<file path="src/rtl/axi_packet_gate_pkg.sv">
// Shared types and helpers for the store-and-forward AXI-Stream packet gate.
package axi_packet_gate_pkg;

  typedef enum logic {
    ST_ACCEPT = 1'b0,
    ST_DROP   = 1'b1
  } gate_state_t;

  localparam int unsigned STAT_W = 16;

  function automatic logic [STAT_W-1:0] sat_inc(input logic [STAT_W-1:0] v);
    return (v == '1) ? v : v + 16'd1;
  endfunction

endpackage

</file>
<file path="src/rtl/axi_packet_gate_ram.sv">
// Simple dual-port buffer RAM: one write port, registered read port.
// Only the read register is reset; the array itself is not.
module axi_packet_gate_ram #(
  parameter int unsigned DATA_W = 33,
  parameter int unsigned SIZE   = 6
) (
  input  logic              clk,
  input  logic              reset_n,
  input  logic              clear,
  input  logic              we,
  input  logic [SIZE-1:0]   waddr,
  input  logic [DATA_W-1:0] wdata,
  input  logic              re,
  input  logic [SIZE-1:0]   raddr,
  output logic [DATA_W-1:0] rdata
);

  logic [DATA_W-1:0] mem [2**SIZE];

  always_ff @(posedge clk) begin
    if (we) mem[waddr] <= wdata;
  end

  always_ff @(posedge clk or negedge reset_n) begin
    if (!reset_n)  rdata <= '0;
    else if (clear) rdata <= '0;
    else if (re)   rdata <= mem[raddr];
  end

endmodule

</file>
<file path="src/rtl/axi_packet_gate_mp.sv">
// Store-and-forward AXI-Stream packet gate with a cap on committed packets held.
// Define AXI_PACKET_GATE_STATS_EN to build the saturating drop counters.
module axi_packet_gate_mp
  import axi_packet_gate_pkg::*;
#(
  parameter int unsigned WIDTH    = 32,
  parameter int unsigned SIZE     = 6,
  parameter int unsigned MAX_PKTS = 8
) (
  input  logic                           clk,
  input  logic                           reset_n,
  input  logic                           clear,
  input  logic [WIDTH-1:0]               i_tdata,
  input  logic                           i_tvalid,
  input  logic                           i_tlast,
  input  logic                           i_terror,
  output logic                           i_tready,
  output logic [WIDTH-1:0]               o_tdata,
  output logic                           o_tvalid,
  output logic                           o_tlast,
  input  logic                           o_tready,
  output logic [$clog2(MAX_PKTS+1)-1:0]  o_pkts_held,
  output logic [STAT_W-1:0]              o_err_drops,
  output logic [STAT_W-1:0]              o_ovf_drops
);

  localparam int unsigned   CW       = $clog2(MAX_PKTS+1);
  localparam logic [SIZE:0] PTR_ONE  = (SIZE+1)'(1);
  localparam logic [SIZE:0] PTR_FULL = {1'b1, {SIZE{1'b0}}};
  localparam logic [CW-1:0] PKT_CAP  = CW'(MAX_PKTS);
  localparam logic [CW-1:0] CNT_ONE  = CW'(1);

  gate_state_t   state;
  logic [SIZE:0] wr_ptr, commit_ptr, rd_ptr, rd_next;
  logic          err_acc, ready_en;
  logic          full, cap_ok, ovf, wr_en, pkt_err, commit;
  logic          drain, pkt_drain, load;
  logic [WIDTH:0] rdata;

  always_comb begin
    full      = (wr_ptr - rd_ptr) == PTR_FULL;
    cap_ok    = o_pkts_held < PKT_CAP;
    ovf       = (state == ST_ACCEPT) && full && (commit_ptr == rd_ptr);
    i_tready  = ready_en && ((state == ST_DROP) || (!full && cap_ok));
    wr_en     = (state == ST_ACCEPT) && i_tvalid && i_tready;
    pkt_err   = err_acc | i_terror;
    commit    = wr_en && i_tlast && !pkt_err;
    drain     = o_tvalid && o_tready;
    pkt_drain = drain && o_tlast;
    rd_next   = drain ? rd_ptr + PTR_ONE : rd_ptr;
    // The RAM read register is the output stage: it is re-addressed with the
    // post-handshake pointer so a new word lands the same edge the old one leaves.
    load      = rd_next != commit_ptr;
  end

  always_ff @(posedge clk or negedge reset_n) begin
    if (!reset_n) ready_en <= 1'b0;
    else          ready_en <= 1'b1;
  end

  always_ff @(posedge clk or negedge reset_n) begin
    if (!reset_n) begin
      state      <= ST_ACCEPT;
      wr_ptr     <= '0;
      commit_ptr <= '0;
      err_acc    <= 1'b0;
    end else if (clear) begin
      state      <= ST_ACCEPT;
      wr_ptr     <= '0;
      commit_ptr <= '0;
      err_acc    <= 1'b0;
    end else begin
      unique case (state)
        ST_ACCEPT: begin
          if (ovf) begin
            state   <= ST_DROP;
            wr_ptr  <= commit_ptr;
            err_acc <= 1'b0;
          end else if (wr_en) begin
            if (!i_tlast) begin
              wr_ptr  <= wr_ptr + PTR_ONE;
              err_acc <= pkt_err;
            end else begin
              err_acc <= 1'b0;
              if (pkt_err) begin
                wr_ptr <= commit_ptr;
              end else begin
                wr_ptr     <= wr_ptr + PTR_ONE;
                commit_ptr <= wr_ptr + PTR_ONE;
              end
            end
          end
        end
        ST_DROP: begin
          if (i_tvalid && i_tready && i_tlast) begin
            state   <= ST_ACCEPT;
            err_acc <= 1'b0;
          end
        end
        default: state <= ST_ACCEPT;
      endcase
    end
  end

  always_ff @(posedge clk or negedge reset_n) begin
    if (!reset_n) begin
      rd_ptr      <= '0;
      o_tvalid    <= 1'b0;
      o_pkts_held <= '0;
    end else if (clear) begin
      rd_ptr      <= '0;
      o_tvalid    <= 1'b0;
      o_pkts_held <= '0;
    end else begin
      rd_ptr   <= rd_next;
      o_tvalid <= load;
      unique case ({commit, pkt_drain})
        2'b10:   o_pkts_held <= o_pkts_held + CNT_ONE;
        2'b01:   o_pkts_held <= o_pkts_held - CNT_ONE;
        default: o_pkts_held <= o_pkts_held;
      endcase
    end
  end

  axi_packet_gate_ram #(
    .DATA_W (WIDTH + 1),
    .SIZE   (SIZE)
  ) u_ram (
    .clk     (clk),
    .reset_n (reset_n),
    .clear   (clear),
    .we      (wr_en),
    .waddr   (wr_ptr[SIZE-1:0]),
    .wdata   ({i_tlast, i_tdata}),
    .re      (load),
    .raddr   (rd_next[SIZE-1:0]),
    .rdata   (rdata)
  );

  assign o_tdata = rdata[WIDTH-1:0];
  assign o_tlast = rdata[WIDTH];

`ifdef AXI_PACKET_GATE_STATS_EN
  logic [STAT_W-1:0] err_cnt, ovf_cnt;

  always_ff @(posedge clk or negedge reset_n) begin
    if (!reset_n) begin
      err_cnt <= '0;
      ovf_cnt <= '0;
    end else if (clear) begin
      err_cnt <= '0;
      ovf_cnt <= '0;
    end else begin
      if (wr_en && i_tlast && pkt_err) err_cnt <= sat_inc(err_cnt);
      if (ovf)                         ovf_cnt <= sat_inc(ovf_cnt);
    end
  end

  assign o_err_drops = err_cnt;
  assign o_ovf_drops = ovf_cnt;
`else
  assign o_err_drops = '0;
  assign o_ovf_drops = '0;
`endif

endmodule

</file>
<file path="config.mk">
export PLATFORM = sky130hd
export DESIGN_NAME = axi_packet_gate_mp
export DESIGN_NICKNAME = d
export VERILOG_FILES = /design/src/rtl/axi_packet_gate_pkg.sv /design/src/rtl/axi_packet_gate_ram.sv /design/src/rtl/axi_packet_gate_mp.sv
export SDC_FILE = /design/constraint.sdc
export NUM_CORES = 2
export LEC_CHECK = 0
export CAP_MARGIN = 20
export CORE_ASPECT_RATIO = 0.9
export CORE_MARGIN = 2
export CORE_UTILIZATION = 50
export DETAILED_ROUTE_END_ITERATION = 12
export GPL_TIMING_DRIVEN = 0
export PLACE_DENSITY = 0.76
export SYNTH_ARGS = -nofsm -noshare
export SYNTH_HDL_FRONTEND = slang
export SYNTH_SLANG_ARGS = --single-unit
</file>
<file path="constraint.sdc">
create_clock -name clk -period 12.2 [get_ports clk]
set_input_delay 1.83 -clock clk [delete_from_list [all_inputs] [get_ports clk]]
set_output_delay 1.83 -clock clk [all_outputs]
set_load 0.005 [all_outputs]
</file>
==> impl_metrics.json <==
{
  "cts_buffers": 204,
  "synth_warnings": 0,
  "overflow": 0,
  "syn_avg_cell_area_sq_um": 15.6,
  "die_w_um": 447,
  "grt_usage_pct": 30.8,
  "antenna_found_initial": 22,
  "layout-drive-gt1-share_pct": 12.5,
  "setup_ws_ps": 5440,
  "layout.nets": 6139,
  "yosys_most_used_dff": "edfxtp_1",
  "synth-compound-area-share_pct": 8.00,
  "tritoncts": "done",
  "slowest_delay_ps": 1190,
  "status": "finished with violations",
  "htree_levels": 4,
  "startpoint_type": "input pin",
  "switching_power_mw": 5.56,
  "place_ws_ps": 5260,
  "cts.clk_slew.worst_paths_ps": 70,
  "synth_edf_count": 2112,
  "crit_fanout": 10,
  "grt_max_degree": 65,
  "worstSetupPathType": "input pin to flip-flop",
  "critPathRequiredTime_ps": 12860,
  "combPwrFrac_pct": 20.6,
  "synthTopCellsByArea": "edfxtp_1 (72%), mux2i_1 (5.2%), and3_1 (4.1%), a211oi_1 (3.3%), dfrtp_1 (1.8%)",
  "path_buf_inv": 4,
  "cp_common_cell": "clkbuf_1",
  "synth-simple-area-share_pct": 9.26,
  "cts_max_path_buffers": 3,
  "post-cts-setup-buffers": 0,
  "ys_seq_area_share_pct": 73.7,
  "async_flop_share_pct": 2.85,
  "cts_sinks": 2174,
  "seqPwrFrac_pct": 45.4,
  "worst_setup_path_end_kind": "flip-flop",
  "die_h_um": 402,
  "synth_fa_ha_area_share_pct": 0.142,
  "peakVddDrop_v": 0.000160,
  "vias": 57900,
  "slowest_stage": "a2111oi_0",
  "ant_nets": 0,
  "p_sw_share_pct": 30.2,
  "cts_hold_buf": 0,
  "dp_hpwl_um": 193000,
  "intPower_mw": 12.9,
  "fp.coreArea_sq_mm": 0.176,
  "p_clk_share_pct": 34.0,
  "slew_headroom_pct": -5.45,
  "start_util_pct": 50.2,
  "die_area_sq_mm": 0.180,
  "synth_xor_area_share_pct": 0.227,
  "synth.cell_area_sq_mm": 0.0882,
  "gp_congestion": 0.979,
  "drtPass1Iterations": 8,
  "avgRoutedWirePerCell_um": 32.6,
  "r2r_setup_slack_ps": 6400,
  "min_period_ps": 6760,
  "grt_first_pass_wirelength_um": 393000,
  "hold_viol_final": 0,
  "clkLatencyLatePin_ps": 850,
  "grt_pass1_vias": 54600,
  "fin_skew_ps": 41.5,
  "synthCells": 5657,
  "leakage_nw": 33.6,
  "hold_path.class": "flip-flop to flip-flop",
  "power_per_cell_area_mw_per_mm2": 183,
  "synthMuxAreaShare_pct": 6.11,
  "fmax_mhz": 148,
  "arrival_ps": 7420,
  "tns_ps": 0,
  "avgViaCountPerCell": 6.70,
  "synth_top_family_by_area": "simple AND/OR/NAND/NOR gates",
  "hold_slack_ps": 596,
  "clockRootBuffer": "clkbuf_16",
  "rows": 146,
  "yosysTopAreaCell": "edfxtp_1",
  "worst_pin_slew_ps": 1540,
  "ys_ff_latch": 2174,
  "fin_crit_sh_pct": 55.4,
  "setup_viol": 0,
  "crit_chain": "clkdlybuf4s50_1, buf_4, nand2_2, o32ai_1, clkbuf_1, clkbuf_1, nand3_1, and3_1, a2111oi_0, a311oi_1",
  "rsz0062_at_grt": "no",
  "slew_viol_final": 2,
  "routed_wl_um": 281000,
  "synthDominantCellAreaShare_pct": 71.9,
  "violations": "max-capacitance violations, max-slew violations",
  "io_pins": 110,
  "drc": 0,
  "drt_iter0_drc": 10300,
  "crit_family": "buffers and inverters",
  "cts_resized": 0,
  "synth_cell_types": 77,
  "portBuffers": 77,
  "drv_cap": 1,
  "area_delta_synth_final_pct": 14.6
}
## metal layers
layer  GRT usage [%]  vias up  part of all wire (%)
met5               0        -                 0.046
met4            15.8       22                   5.9
met3            10.8      816                    16
met2            43.7     4821                    42
met1            41.9    28700                    36
li1                -    23500                     -
## stage by stage
step	total power, mW	util [%]	instance area (sq um)	std cells
2_1_floorplan	10.5	-	88300	5688
3_3_place_gp	12.0	52.4	92000	8133
3_5_place_dp	12.1	53.8	94500	8248
6_report	18.4	57.6	101000	8632
4_1_cts	18.2	57.5	101000	8624
5_1_grt	18.8	57.6	101000	8628
## layout make-up
| class | count | area, sq um |
|---|---|---|
| antenna | 4 | 10.0 |
| buffer | 476 | 2230 |
| clock inverter | 126 | 1150 |
| tap | 2368 | 2960 |
| fill | 12800 | 74500 |
| multi-input combinational | 3026 | 21600 |
| clock buffer | 250 | 5320 |
| sequential | 2174 | 65000 |
| inverter | 12 | 45.0 |
| timing repair buffer | 196 | 2780 |
## worst paths after layout
| path | startpoint | to | depth (start not counted) |
|---|---|---|---|
| setup / recovery | o_tready | u_ram.rdata[23] | 10 |
| hold / removal | state | state | 2 |
| setup reg to reg | rd_ptr[0] | u_ram.rdata[23] | 9 |
| hold reg to reg | state | state | 2 |
| max in group asynchronous | reset_n | u_ram.rdata[2] | 1 |
| min in group asynchronous | reset_n | commit_ptr[3] | 1 |
## layout by cell type, fill, tap and decap left out, drive strengths merged, types with 38 or more instances in the layout
cell type	synthesis	final
or4	98	98
nand2	410	410
a211oi	388	388
o31ai	38	38
clkinv	0	89
clkbuf	254	505
buf	222	373
a32oi	75	75
a221oi	66	66
nand3	217	217
nor3	44	44
mux2i	461	461
edfxtp	2112	2112
dfrtp	62	62
o21ai	108	108
and3	581	581
clkdlybuf4s50	0	43
nor2	131	131
o22ai	43	43
a21oi	51	51
## kinds of logic after synthesis
kind of cell	count (synthesis)
xor+xnor	22
compound gates	924
mux	496
other cells	2
buf+inv	488
flops	2174
simple gates	1541
fa+ha+maj	10
## sequential cells by signal, indices dropped and copies added (netlist names)
name / flops
state: 1
o_tvalid: 1
o_pkts_held: 4
err_acc: 1
wr_ptr: 7
ready_en: 1
commit_ptr: 7
u_ram.mem: 2112
u_ram.rdata: 33
rd_ptr: 7
## power groups by stage
stage	combinational [mW]	sequential (mW)	clock, mW
4_1_cts	3.63	8.36	6.25
5_1_grt	3.91	8.37	6.53
6_report	3.80	8.37	6.27
3_5_place_dp	3.59	8.52	0
3_3_place_gp	3.43	8.55	0
2_1_floorplan	1.99	8.49	0
## cells in the mapped netlist, drive strengths merged, types with 15 or more instances
| master | count |
|---|---|
| nor2 | 131 |
| dfrtp | 62 |
| a311oi | 32 |
| edfxtp | 2112 |
| mux2i | 461 |
| o21ai | 108 |
| a32oi | 75 |
| clkbuf | 254 |
| nor3 | 44 |
| nand3 | 217 |
| o22ai | 43 |
| a221oi | 66 |
| nand2 | 410 |
| a21oi | 51 |
| and3 | 581 |
| or4 | 98 |
| buf | 222 |
| nor4 | 15 |
| mux4 | 34 |
| a211oi | 388 |
| o31ai | 38 |
| a222oi | 33 |
| a2111o | 32 |
| a2111oi | 23 |
## worst register-to-register path: stages, from the launching register on
cell and delay, ps:
dfrtp_1 610, ha_1 310, clkbuf_1 230, o32ai_1 820, clkbuf_1 940, clkbuf_1 870
nand3_1 180, and3_1 250, a2111oi_0 1190, a311oi_1 220
Power figures use the tool's default switching activity.
